**config.mk**
```make
export PLATFORM = sky130hd
export DESIGN_NAME = room_sequencer
export DESIGN_NICKNAME = d
export VERILOG_FILES = /design/src/rtl/room_pkg.sv /design/src/rtl/frame_tick.sv /design/src/rtl/room_sequencer.sv
export SDC_FILE = /design/constraint.sdc
export NUM_CORES = 1
export LEC_CHECK = 0
export ABC_AREA = 1
export CORE_MARGIN = 1.5
export CORE_UTILIZATION = 46
export DETAILED_ROUTE_END_ITERATION = 16
export PLACE_DENSITY_LB_ADDON = 0.05
export SETUP_SLACK_MARGIN = 0.05
export SYNTH_ARGS = -nofsm -noshare
export SYNTH_HDL_FRONTEND = slang
export SYNTH_HIERARCHICAL = 1
export SYNTH_SLANG_ARGS = --single-unit
```
**constraint.sdc**
```tcl
create_clock -name clk_vga -period 2.09 [get_ports clk_vga]
set_input_delay 0.418 -clock clk_vga [delete_from_list [all_inputs] [get_ports clk_vga]]
set_output_delay 0.418 -clock clk_vga [all_outputs]
set_load 0.005 [all_outputs]
```
**src/rtl/room_pkg.sv**
```systemverilog
// rtl/room_pkg.sv - shared constants, enums and wall colour table for the room sequencer
//
// Purpose: grid geometry, raster limits, exit/respawn distances, FSM state and exit
//          direction enums, and the per-room wall colour table (RGB332).
// Ports:   none (package).
package room_pkg;

  localparam int GRID_W       = 3;   // rooms per row; room = row*GRID_W + col
  localparam int GRID_H       = 3;   // rooms per column
  localparam int START_ROOM   = 4;   // room after reset
  localparam int EDGE_MARGIN  = 8;   // pixels from an edge that count as an exit
  localparam int SPAWN_INSET  = 16;  // respawn distance from the entry edge
  localparam int BLANK_FRAMES = 2;   // whole frames blanked during a swap (>=1)

  localparam logic [9:0] H_LAST = 10'd639;
  localparam logic [8:0] V_LAST = 9'd479;

  typedef enum logic [2:0] {
    DIR_NONE,
    DIR_N,
    DIR_S,
    DIR_W,
    DIR_E
  } exit_dir_t;

  typedef enum logic [1:0] {
    ST_PLAY,
    ST_ARM,
    ST_BLANK,
    ST_SPAWN
  } state_t;

  localparam logic [7:0] ROOM_WALL [0:8] = '{
    8'hE0, 8'hFC, 8'h1F,
    8'hE3, 8'b00011100, 8'h03,
    8'hFF, 8'h92, 8'h6D
  };

endpackage

```
**src/rtl/frame_tick.sv**
```systemverilog
// rtl/frame_tick.sv - registered one-cycle pulse after the last pixel of a frame
//
// Purpose: turns the raster position into a frame boundary strobe.
// Ports:   i_clk       pixel clock
//          i_rst       synchronous active-high reset
//          i_x         raster X (0..639)
//          i_y         raster Y (0..479)
//          o_frame_end high for one cycle, the cycle after raster (639,479)
module frame_tick
  import room_pkg::*;
(
  input  logic       i_clk,
  input  logic       i_rst,
  input  logic [9:0] i_x,
  input  logic [8:0] i_y,
  output logic       o_frame_end
);

  logic r_frame_end;

  always_ff @(posedge i_clk) begin
    if (i_rst) begin
      r_frame_end <= 1'b0;
    end else begin
      r_frame_end <= (i_x == H_LAST) && (i_y == V_LAST);
    end
  end

  assign o_frame_end = r_frame_end;

endmodule

```
**src/rtl/room_sequencer.sv**
```systemverilog
// rtl/room_sequencer.sv - swaps the active maze room on screen-edge exits, behind a blanking interval
//
// Purpose: watches the player, detects edge exits toward an existing neighbour, swaps the room
//          at a frame boundary, blanks the map for BLANK_FRAMES frames, then offers a respawn
//          position on the opposite edge until player logic acknowledges it.
// Ports:   clk_vga, rst            pixel clock, synchronous active-high reset
//          CurrentX, CurrentY      raster position
//          player_x, player_y      player position
//          spawn_ack               player logic has loaded the spawn position
//          room_sel, wall          active room index and its wall colour
//          map_blank               map layer forced black
//          spawn_valid, spawn_x/y  respawn offer, held until spawn_ack
module room_sequencer
  import room_pkg::*;
(
  input  logic       clk_vga,
  input  logic       rst,
  input  logic [9:0] CurrentX,
  input  logic [8:0] CurrentY,
  input  logic [9:0] player_x,
  input  logic [8:0] player_y,
  input  logic       spawn_ack,
  output logic [3:0] room_sel,
  output logic [7:0] wall,
  output logic       map_blank,
  output logic       spawn_valid,
  output logic [9:0] spawn_x,
  output logic [8:0] spawn_y
);

  localparam logic [9:0] L_X_LO      = 10'(EDGE_MARGIN);
  localparam logic [9:0] L_X_HI      = H_LAST - 10'(EDGE_MARGIN);
  localparam logic [8:0] L_Y_LO      = 9'(EDGE_MARGIN);
  localparam logic [8:0] L_Y_HI      = V_LAST - 9'(EDGE_MARGIN);
  localparam logic [9:0] L_SPX_W     = H_LAST - 10'(SPAWN_INSET);
  localparam logic [9:0] L_SPX_E     = 10'(SPAWN_INSET);
  localparam logic [8:0] L_SPY_N     = V_LAST - 9'(SPAWN_INSET);
  localparam logic [8:0] L_SPY_S     = 9'(SPAWN_INSET);
  localparam logic [1:0] L_START_ROW = 2'(START_ROOM / GRID_W);
  localparam logic [1:0] L_START_COL = 2'(START_ROOM % GRID_W);
  localparam logic [1:0] L_LAST_ROW  = 2'(GRID_H - 1);
  localparam logic [1:0] L_LAST_COL  = 2'(GRID_W - 1);
  localparam logic [1:0] L_BLANK_END = 2'(BLANK_FRAMES - 1);

  logic       w_frame_end;

  state_t     r_state, w_state;
  logic [3:0] r_room, w_room, r_tgt_room, w_tgt_room;
  logic [1:0] r_row, w_row, r_tgt_row, w_tgt_row;
  logic [1:0] r_col, w_col, r_tgt_col, w_tgt_col;
  logic [7:0] r_wall, w_wall;
  logic       r_blank, w_blank;
  logic       r_spawn_valid, w_spawn_valid;
  logic [9:0] r_spawn_x, w_spawn_x, r_px, w_px;
  logic [8:0] r_spawn_y, w_spawn_y, r_py, w_py;
  exit_dir_t  r_dir, w_dir;
  logic [1:0] r_blank_cnt, w_blank_cnt;

  exit_dir_t  w_exit_dir;
  logic       w_exit_ok;
  logic [3:0] w_exit_room;
  logic [1:0] w_exit_row, w_exit_col;

  frame_tick u_frame_tick (
    .i_clk       (clk_vga),
    .i_rst       (rst),
    .i_x         (CurrentX),
    .i_y         (CurrentY),
    .o_frame_end (w_frame_end)
  );

  // Edge exit with N>S>W>E priority. A corner resolves to one direction first;
  // if that direction has no neighbour the exit is dropped rather than retried.
  always_comb begin
    w_exit_dir = DIR_NONE;
    if (player_y < L_Y_LO)       w_exit_dir = DIR_N;
    else if (player_y > L_Y_HI)  w_exit_dir = DIR_S;
    else if (player_x < L_X_LO)  w_exit_dir = DIR_W;
    else if (player_x > L_X_HI)  w_exit_dir = DIR_E;

    w_exit_ok   = 1'b0;
    w_exit_room = r_room;
    w_exit_row  = r_row;
    w_exit_col  = r_col;
    case (w_exit_dir)
      DIR_N: begin
        w_exit_ok   = (r_row != 2'd0);
        w_exit_room = r_room - 4'(GRID_W);
        w_exit_row  = r_row - 2'd1;
      end
      DIR_S: begin
        w_exit_ok   = (r_row != L_LAST_ROW);
        w_exit_room = r_room + 4'(GRID_W);
        w_exit_row  = r_row + 2'd1;
      end
      DIR_W: begin
        w_exit_ok   = (r_col != 2'd0);
        w_exit_room = r_room - 4'd1;
        w_exit_col  = r_col - 2'd1;
      end
      DIR_E: begin
        w_exit_ok   = (r_col != L_LAST_COL);
        w_exit_room = r_room + 4'd1;
        w_exit_col  = r_col + 2'd1;
      end
      default: ;
    endcase
  end

  always_comb begin
    w_state       = r_state;
    w_room        = r_room;
    w_row         = r_row;
    w_col         = r_col;
    w_wall        = r_wall;
    w_blank       = r_blank;
    w_spawn_valid = r_spawn_valid;
    w_spawn_x     = r_spawn_x;
    w_spawn_y     = r_spawn_y;
    w_dir         = r_dir;
    w_tgt_room    = r_tgt_room;
    w_tgt_row     = r_tgt_row;
    w_tgt_col     = r_tgt_col;
    w_px          = r_px;
    w_py          = r_py;
    w_blank_cnt   = r_blank_cnt;

    case (r_state)
      ST_PLAY: begin
        if (w_exit_ok) begin
          w_state    = ST_ARM;
          w_dir      = w_exit_dir;
          w_tgt_room = w_exit_room;
          w_tgt_row  = w_exit_row;
          w_tgt_col  = w_exit_col;
          // Respawn uses the position at exit time, not whatever the player does later.
          w_px       = player_x;
          w_py       = player_y;
        end
      end
      ST_ARM: begin
        // Swap only on a frame boundary so a room never changes mid-scan.
        if (w_frame_end) begin
          w_state     = ST_BLANK;
          w_blank     = 1'b1;
          w_room      = r_tgt_room;
          w_row       = r_tgt_row;
          w_col       = r_tgt_col;
          w_wall      = ROOM_WALL[r_tgt_room];
          w_blank_cnt = 2'd0;
        end
      end
      ST_BLANK: begin
        if (w_frame_end) begin
          if (r_blank_cnt == L_BLANK_END) begin
            w_state       = ST_SPAWN;
            w_blank       = 1'b0;
            w_spawn_valid = 1'b1;
            case (r_dir)
              DIR_N:   begin w_spawn_x = r_px;    w_spawn_y = L_SPY_N; end
              DIR_S:   begin w_spawn_x = r_px;    w_spawn_y = L_SPY_S; end
              DIR_W:   begin w_spawn_x = L_SPX_W; w_spawn_y = r_py;    end
              default: begin w_spawn_x = L_SPX_E; w_spawn_y = r_py;    end
            endcase
          end else begin
            w_blank_cnt = r_blank_cnt + 2'd1;
          end
        end
      end
      ST_SPAWN: begin
        if (spawn_ack) begin
          w_state       = ST_PLAY;
          w_spawn_valid = 1'b0;
        end
      end
      default: w_state = ST_PLAY;
    endcase
  end

  always_ff @(posedge clk_vga) begin
    if (rst) begin
      r_state       <= ST_PLAY;
      r_room        <= 4'(START_ROOM);
      r_row         <= L_START_ROW;
      r_col         <= L_START_COL;
      r_wall        <= ROOM_WALL[START_ROOM];
      r_blank       <= 1'b0;
      r_spawn_valid <= 1'b0;
      r_spawn_x     <= 10'd0;
      r_spawn_y     <= 9'd0;
      r_dir         <= DIR_NONE;
      r_tgt_room    <= 4'(START_ROOM);
      r_tgt_row     <= L_START_ROW;
      r_tgt_col     <= L_START_COL;
      r_px          <= 10'd0;
      r_py          <= 9'd0;
      r_blank_cnt   <= 2'd0;
    end else begin
      r_state       <= w_state;
      r_room        <= w_room;
      r_row         <= w_row;
      r_col         <= w_col;
      r_wall        <= w_wall;
      r_blank       <= w_blank;
      r_spawn_valid <= w_spawn_valid;
      r_spawn_x     <= w_spawn_x;
      r_spawn_y     <= w_spawn_y;
      r_dir         <= w_dir;
      r_tgt_room    <= w_tgt_room;
      r_tgt_row     <= w_tgt_row;
      r_tgt_col     <= w_tgt_col;
      r_px          <= w_px;
      r_py          <= w_py;
      r_blank_cnt   <= w_blank_cnt;
    end
  end

  assign room_sel    = r_room;
  assign wall        = r_wall;
  assign map_blank   = r_blank;
  assign spawn_valid = r_spawn_valid;
  assign spawn_x     = r_spawn_x;
  assign spawn_y     = r_spawn_y;

endmodule

```
# Word level (Yosys, flattened, before mapping)
# Memory sizes are Yosys's and may differ from the RTL's. A register that Yosys moved wholly into a read port is not among the register bits.
# Index checks and enable logic that the tools add are counted.
# totals
reg_bits	64
latchBits	0
input_bits	41
output_inout_bits	33
wordCells	94
ramBits	0
mem_count	1
rom_bits	128
# classes
muxes	28
n_lt_le_gt_ge	4
reduce_logical	14
n_bitwise	1
multipliers	0
eq_ne	21
add_sub_neg	9
shift	0
div_mod_pow	0
# mem_list
name	words	width	read_ports	rd_clocked_by_memory_dff	write_ports	line_no	source
(no name shown)	16	8	1	1	0	room_sequencer.sv:149	w_wall = ROOM_WALL[r_tgt_room];
# ops
operator	n
$pmux W10 S2	1
$pmux W9 S2	1
$mux W2	8
$pmux W4 S4	1
$eq A3 B2 Y1 const B	4
$mux W3	4
$ne A2 B2 Y1 const B	6
$pmux W2 S2	3
$reduce_and A4 Y1	3
$eq A10 B10 Y1 const B	1
$gt A10 B10 Y1 const B	1
$lt A10 B4 Y1 const B	1
$eq A9 B9 Y1 const B	1
$gt A9 B9 Y1 const B	1
$lt A9 B4 Y1 const B	1
$pmux W2 S4	1
$reduce_bool A2 Y1	4
$add A2 B1 Y2 const B	3
$eq A3 B1 Y1 const B	2
$mux W1	6
$not A4 Y5	1
$reduce_and A5 Y1	1
$add A4 B1 Y4 const B	1
$add A4 B2 Y4 const B	1
14 further kinds	20

# Logic depth before layout (Yosys ltp)
# Gate-level depths: netlist (run 1).
# logic_depth
ltp_word	9
ltp_mapped	17
depth_no_buf	17

# By module
# The synthesis (run 1) kept the hierarchy.
# modules_own_cells
module	seq_area_each_um2	area_per_inst_um2	cells_per_inst	n_inst
room_sequencer	1381.3	3488.3	463	1
frame_tick	20.0	98.8	20	1

# Least setup slack after synthesis (run 1)
# Ideal clock, no wire load.
# synth_path
path_kind	in2reg
from	in player_y[4]
to	reg r_tgt_room[3]
cell_stages	16
setup_time_ns	0.114
required_time_ns	1.976
n_path_buf	0
slack_ns	-0.011
arrival_time_ns	1.987
path_cell_list	nand2_1 > nand2_2 > nand2_4 > nand2_4 > inv_4 > nand2_4 > nand2_1 > inv_1 > ha_1 > nand2_1 > nor2_1 > a211oi_1 > nand3b_1 > nand4_1 > a21oi_1 > nor2_1
# synth_via
elab_chain_len	6
elab_cells_between_ends	11
cone_classes	2 x order compare; 4 x eq/ne; 4 x mux; 1 x reduce/logical
# synth_rtl
item	line_no	source
start, declared	room_sequencer.sv:21	input logic [8:0] player_y,
$gt A9 B9 Y1	room_sequencer.sv:77	else if (player_y > L_Y_HI) w_exit_dir = DIR_S;
$mux W3	room_sequencer.sv:77	
$mux W3 (*)	room_sequencer.sv:76	if (player_y < L_Y_LO) w_exit_dir = DIR_N;
$eq A3 B3 Y1, or another cell as far along	room_sequencer.sv:85	case (w_exit_dir)
$pmux W1 S4	room_sequencer.sv:85	
$reduce_and A2 Y1 (no source line)	n/a	
end signal, assigned	room_sequencer.sv:192	r_tgt_room <= 4'(START_ROOM);
end signal, assigned	room_sequencer.sv:209	r_tgt_room <= w_tgt_room;
end, declared	room_sequencer.sv:48	logic [3:0] r_room, w_room, r_tgt_room, w_tgt_room;
# Every way passes the cells marked *; elsewhere a longest branch is shown, timed or not.
# A chain may end at the register's enable or synchronous reset.

# Final worst setup path (run 1)
# layout_path
from	in player_x[7]
to	reg r_tgt_room[3]
# layout_via
elab_chain_len	8
elab_cells_between_ends	13
cone_classes	2 x order compare; 4 x eq/ne; 6 x mux; 1 x reduce/logical
# layout_rtl
item	line_no	source
start, declared	room_sequencer.sv:20	input logic [9:0] player_x,
$gt A10 B10 Y1	room_sequencer.sv:79	else if (player_x > L_X_HI) w_exit_dir = DIR_E;
$mux W3	room_sequencer.sv:79	
$mux W3 (*)	room_sequencer.sv:78	else if (player_x < L_X_LO) w_exit_dir = DIR_W;
$mux W3 (*)	room_sequencer.sv:77	
$mux W3 (*)	room_sequencer.sv:76	
$eq A3 B3 Y1, or another cell as far along	room_sequencer.sv:85	
$pmux W1 S4	room_sequencer.sv:85	
$reduce_and A2 Y1 (no source line)	n/a	
# Marks and branches as above.

==> results.toml, run 1 <==
[yosys]
synthFlopType = "dfxtp_1"
ys_seq_area_share_pct = 39.1
synth_area_leader_cell = "dfxtp_1"
synthesis.nets = 536
netlist_cell_types = 38
synth.cell_area_um2 = 3590
register_bit_count_reported_by_yosys = 70
synth_async_sr_flop_share_pct = 0
number_of_flops_mapped_to_enable_cells_by_yosys = 0
synthesis.yosys.warnings = 6
netlist.area_leader.share_pct = 39.1
syn-mean-instance-area_um2 = 7.43
syn_inst = 483
yosys-top-cells-area = "dfxtp_1, nand2_1, nor2_1"

[route]
detail_route.wl_per_cell_um = 12.6
drtPass1Iterations = 4
drt-initial-drc-count = 142
vias_per_cell = 4.87
drt.antenna.violating_nets = 0
routed_wirelength_um = 8910
vias = 3432
drc_violations = 0

[setup_path]
cp.arrival_ns = 2.29
worstPathCellList = "dlygate4sd2_1, inv_2, nand3_2, nor2_4, inv_2, a21oi_4, ha_1, nand2_2, nor2_2, a211oi_2, nand3b_1, nand4_1, a21oi_2, nor2_1"
worst_r2r_startpoint = "r_state[0]"
critical_path_launch_point_type = "input port"
r2r_cells = 8
crit_start = "player_x[7]"
path_buf_inv = 3
crit_path_max_incr_delay_ns = 0.26
cp-end-kind = "flip-flop"
timing_worst_setup_path_type = "in -> reg"
cpLargestDelayFamily = "simple AND/OR/NAND/NOR gates"
critical-path-slowest-cell = "dlygate4sd2_1"
crit_cells = 14
worst_path_most_repeated_cell = "inv_2"
critical_path_required_ns = 2.33
critPathMaxFanout = 3

[clock_network]
clockRootBuffer = "clkbuf_8"
worst_setup_hold_path_clk_slew_ns = 0.08
cts.sink_count = 70
cts_buffers = 9
htreeDepth = 3
cts_tree = "built"
cts-root-to-sink-buffers = 2
clkLatencyLatePin_ns = 0.34

[flow_run]
drv_cap = 0

[sta]
finalMaxSlewViolations = 0
final_number_of_hold_violating_endpoints = 0
fmax_mhz = 490
final.hold.worst_slack_ns = 0.456
final.setup_skew_ns = 0.00909
grt_setup_unrepaired = "true"
finalSetupViolations = 0
period_needed_ns = 2.04
timing.slew.headroom_pct = 63.9
worstMarginPinSlew_ns = 0.538
final_min_period_over_clock_period_pct = 97.7

[worst_hold_path]
timing.hold.worst_path_depth = 4
worstHoldPathType = "in -> reg"
hold_path_startpoint = "player_x[4]"

[pwr]
power-per-cell-area_nw_per_um2 = 868
ir_worst_vdd_mv = 0.510
cellLeakagePower_nw = 2.16

[finish]
finalNetCount = 651
layout.cell_area.non_filler_um2 = 5020
area_growth_pct = 39.9
n_antenna_cell = 0
final_layout_size_suffix_gt1_share_pct = 23.1

[global_route]
grt_first_pass_wirelength_um = 15100
first_global_vias = 3346
grt_max_degree = 59
track_usage_pct = 22.4
global_route.overflow_total = 0
antenna_found_initial = 0

[die]
fp.dieH_um = 91.3
die_x_um = 91.3
core_um2 = 7650
io_pins = 74
floorplan.initialDensity_pct = 46.9
rows = 32
die_area_um2 = 8340

[placement]
dpl-instance-area_um2 = 4670
buffer_ports.inserted = 73
place_congestion = 0.918
detailed_place_hpwl_um = 6100

[run_status]
run_status = "completed"
## per-layer routing
layer / wire (um) / track usage (%) / part of all wire, %
met2: 4270 / 37.6 / 48
met4: 214 / 9.77 / 2.4
met3: 271 / 3.94 / 3.0
met5: 0 / 0 / 0
met1: 4150 / 27.8 / 47
## sequential cells by signal (all words and copies together) (netlist names), 2 cells and up
register     flops
r_state          2
room_sel         4
r_py             9
r_dir            3
r_px            10
r_row            2
wall             6
r_col            2
r_tgt_col        2
r_blank_cnt      2
spawn_x         10
r_tgt_room       4
r_tgt_row        2
spawn_y          9
## final cells by class
| type | count | area (um2) |
|---|---|---|
| Fill cell | 684 | 2630 |
| Multi-Input combinational cell | 350 | 1960 |
| Sequential cell | 70 | 1400 |
| Timing Repair Buffer | 123 | 1130 |
| Inverter | 44 | 176 |
| Clock buffer | 11 | 141 |
| Tap cell | 102 | 128 |
| Clock inverter | 5 | 81.3 |
## stage by stage
stage	setup slack (ns)	instances	total power, mW	util, %	setup TNS, ns
after detailed placement	-0.685	678	3.12	61.1	-9.97
after global placement	-0.553	678	3.09	61.1	-9.58
final	0.0485	705	4.36	65.6	0
after CTS	0.0772	704	4.36	65.3	0
after global routing	-0.0314	705	4.65	65.6	-0.0314
after floorplan	0.0544	483	2.67	-	0
## worst paths after layout
path / endpoint / slack (ns)
setup reg to reg: r_state[0] / 0.30
hold / removal: r_px[4] / 0.46
setup / recovery: r_tgt_room[3] / 0.05
hold reg to reg: spawn_x[4] / 0.46
## synthesized netlist by cell type (2+ instances only)
library cell	count
dfxtp_1	70
nand3_1	25
buf_6	2
clkinv_1	3
inv_2	4
nor2_1	63
nand2_4	4
clkbuf_1	10
nor2_2	18
o21ai_0	34
o21ai_1	2
o211ai_1	4
buf_1	2
a211oi_1	3
nor3_1	2
nor2_4	8
ha_1	11
nand2_1	102
a21oi_1	36
buf_4	3
inv_1	35
nand2_2	6
nand3_2	4
nand3b_1	15
xor2_1	3
nand2_8	2
## timing repair
action                                 4_1_cts  5_1_grt
buffers inserted                            10        1
setup endpoints to repair                   14       10
endpoints found under the hold margin        0        0
pin swaps                                   17       13
gates resized for setup                     28       19
hold buffers                                 0        0
## power by group
group | switching, mW | internal, mW
logic | 0.852 | 0.648
clock network | 0.528 | 0.708
registers | 0.125 | 1.50
## worst min-delay path: cells and delay by family
kind | cells | cell delay [ns]
and+or+nand+nor | 3 | 0.25
buffers and inverters | 1 | 0.09
## kinds of logic (layout without fill, tap and decap cells)
logic type	after synthesis	after routing	synth area share, %
adders and majority gates	12	12	4.39
xor gates and xnor gates	4	4	0.977
DFF	70	70	39.1
and+or+nand+nor	252	252	35.0
buffers and inverters	63	183	8.37
AOI/OAI and AO/OA	82	82	12.2
## cells in the final DEF (no fill, tap or decap), types with 3 or more instances in the layout
cell type,instances
nand3_1,23
nor2_2,24
nor2_4,9
clkbuf_2,3
nand3b_1,15
xor2_1,3
o211ai_1,4
ha_1,10
clkdlybuf4s15_1,6
nand3_2,6
nor2_1,56
buf_4,46
nand2_4,5
nand2_2,8
dlygate4sd2_1,4
a21oi_1,34
dfxtp_1,70
nand2_1,99
o21ai_0,34
clkdlybuf4s50_1,60
inv_1,31
clkbuf_8,10
inv_2,8
buf_12,3
Note: power is estimated with default switching activity, not from simulation.
==> inputs of run 2 (changes only) <==
- CTS_BUF_LIST: default -> sky130_fd_sc_hd__clkbuf_4 sky130_fd_sc_hd__clkbuf_8 sky130_fd_sc_hd__clkbuf_16
- SETUP_SLACK_MARGIN: 0.05 -> 0.5
==> run 2 against run 1 <==
Critical path depth is the same. Flip-flop and latch count did not move. Via count is 4.6% higher. Sequential power hardly changed. Clock power decreased by 19%. Count of clock-buffer cells in the layout shrank 1. Non-clock buffer count increased by 16. First-iteration DRC count shrank 30%. Global-route usage grew 0.11 points. Core utilization grew 5.6 points. Critical path type unchanged.
==> results.toml, run 2 (synthesized netlist as in run 1, its figures left out) <==
[flow_run]
drv_cap = 0

[pwr]
cellLeakagePower_nw = 2.44
ir_worst_vdd_mv = 0.391
power-per-cell-area_nw_per_um2 = 835
power.clock.fraction_pct = 22.0
share_comb_of_total_power_pct = 41.7
p_total_mw = 4.55
power_switching_share_pct = 37.6
switching_power_mw = 1.71
intPower_mw = 2.84
seq_power_share_pct = 36.3

[die]
die_area_um2 = 8340
io_pins = 74
rows = 32
fp.dieH_um = 91.3
die_x_um = 91.3
core_um2 = 7650
floorplan.initialDensity_pct = 46.9

[finish]
layout_commonest_cell = "nand2_1"
layout.cells.most_common_list = "nand2_1, dfxtp_1, nor2_1"
final_layout_size_suffix_gt1_share_pct = 33.4
area_growth_pct = 51.9
layout.core_utilization_pct = 71.2
n_antenna_cell = 0
finalNetCount = 667

[setup_path]
critPathMaxFanout = 3
critical_path_launch_point_type = "input port"
timing_worst_setup_path_type = "in -> reg"
cp-end-kind = "flip-flop"
critical_path_required_ns = 2.34
cp.arrival_ns = 2.16

[clock_network]
clockRootBuffer = "clkbuf_8"
cts.sink_count = 70
cts_buffers = 9
cts_tree = "built"
worst_setup_hold_path_clk_slew_ns = 0.08
cts-root-to-sink-buffers = 2
htreeDepth = 3
clkLatencyLatePin_ns = 0.35

[sta]
timing.slew.headroom_pct = 65.6
grt_setup_unrepaired = "true"
final_min_period_over_clock_period_pct = 91.2
tns_ns = 0
final.setup_skew_ns = 0.00829
fmax_mhz = 524
period_needed_ns = 1.91
finalSetupViolations = 0
final_number_of_hold_violating_endpoints = 0
worstMarginPinSlew_ns = 0.517
finalMaxSlewViolations = 0

[route]
routed-wl-met2_um = 4760
wl_met3_um = 451
detail_route.wl_per_cell_um = 13.2
drt.antenna.violating_nets = 0
vias = 3589
drtPass1Iterations = 4
drt-initial-drc-count = 99
wl_met1_um = 4100
route.top_layer_used = "met4"
drc_violations = 0
vias_per_cell = 4.98
routed_wirelength_um = 9510

[global_route]
antenna_found_initial = 0
grt_first_pass_wirelength_um = 15000
global_route.overflow_total = 0
first_global_vias = 3375
track_usage_pct = 22.5
grt_max_degree = 59

[run_status]
run_status = "completed"

[worst_hold_path]
worstHoldPathType = "in -> reg"

[placement]
detailed_place_hpwl_um = 6160
place_congestion = 0.814
buffer_ports.inserted = 73
run 2: cell count changes in the layout (fill, tap and decap cells not counted), sizes merged:
cell,change
dlygate4sd2,+28
clkdlybuf4s50,-33
clkinv,+2
clkdlybuf4s15,-6
clkinvlp,+2
buf,+28
bufinv,-2
inv,-1
clkbuf,-3
dlymetal6s2s,+1
run 2: layout make-up:
| class | count | area (um2) |
|---|---|---|
| Tap cell | 102 | 128 |
| Inverter | 44 | 186 |
| Sequential cell | 70 | 1420 |
| Clock inverter | 6 | 37.5 |
| Fill cell | 634 | 2200 |
| Multi-Input combinational cell | 350 | 2190 |
| Clock buffer | 10 | 138 |
| Timing Repair Buffer | 139 | 1350 |
run 2: metal layers:
metal  up-vias  track usage (%)
met3        20             5.03
met4         0             9.90
met1      1673             27.1
met2        80             38.1
li1       1816                -
met5         -                0
run 2: repair_timing:
| item | CTS | global route |
|---|---|---|
| pin swaps | 24 | 41 |
| buffers inserted | 8 | 12 |
| gates cloned | 1 | 1 |
| endpoints found under the setup margin | 82 | 53 |
| hold buffers | 0 | 0 |
| resized for setup | 128 | 69 |
run 2: final timing paths:
path / cells past startpoint / to / from / slack, ns
hold reg to reg: 2 / spawn_x[9] / spawn_x[9] / 0.46
setup reg to reg: 6 / r_py[8] / r_state[1] / 0.47
setup / recovery: 14 / r_tgt_room[3] / player_x[8] / 0.18
hold / removal: 4 / r_px[4] / player_x[4] / 0.42
run 2: power groups by stage:
stage          registers (mW)  logic [mW]  clock network, mW
2_1_floorplan            1.63        1.05                  0
3_3_place_gp             1.65        1.49                  0
3_5_place_dp             1.65        1.52                  0
4_1_cts                  1.63        1.60               1.02
5_1_grt                  1.67        2.10               1.07
6_report                 1.65        1.90              0.999
run 2: critical path: stages:
cell	delay, ns
buf_8	0.10
nor2_4	0.10
nand3_2	0.09
nor2_4	0.14
inv_2	0.07
a21oi_4	0.17
ha_1	0.27
nand2_2	0.07
nor2_2	0.03
a211oi_2	0.20
nand3b_1	0.17
nand4_1	0.14
a21oi_2	0.14
nor2_1	0.05
run 2: through the flow:
stage / worst slack [ns] / hold WS [ns] / cells / instance area (um2)
detailed placement: -0.636 / 0.453 / 683 / 4760
global placement: -0.573 / 0.439 / 683 / 4760
global route: 0.0363 / 0.437 / 721 / 5450
finish: 0.183 / 0.417 / 721 / 5450
floorplan: 0.0888 / 0.429 / 483 / 3640
CTS: 0.256 / 0.412 / 708 / 5050
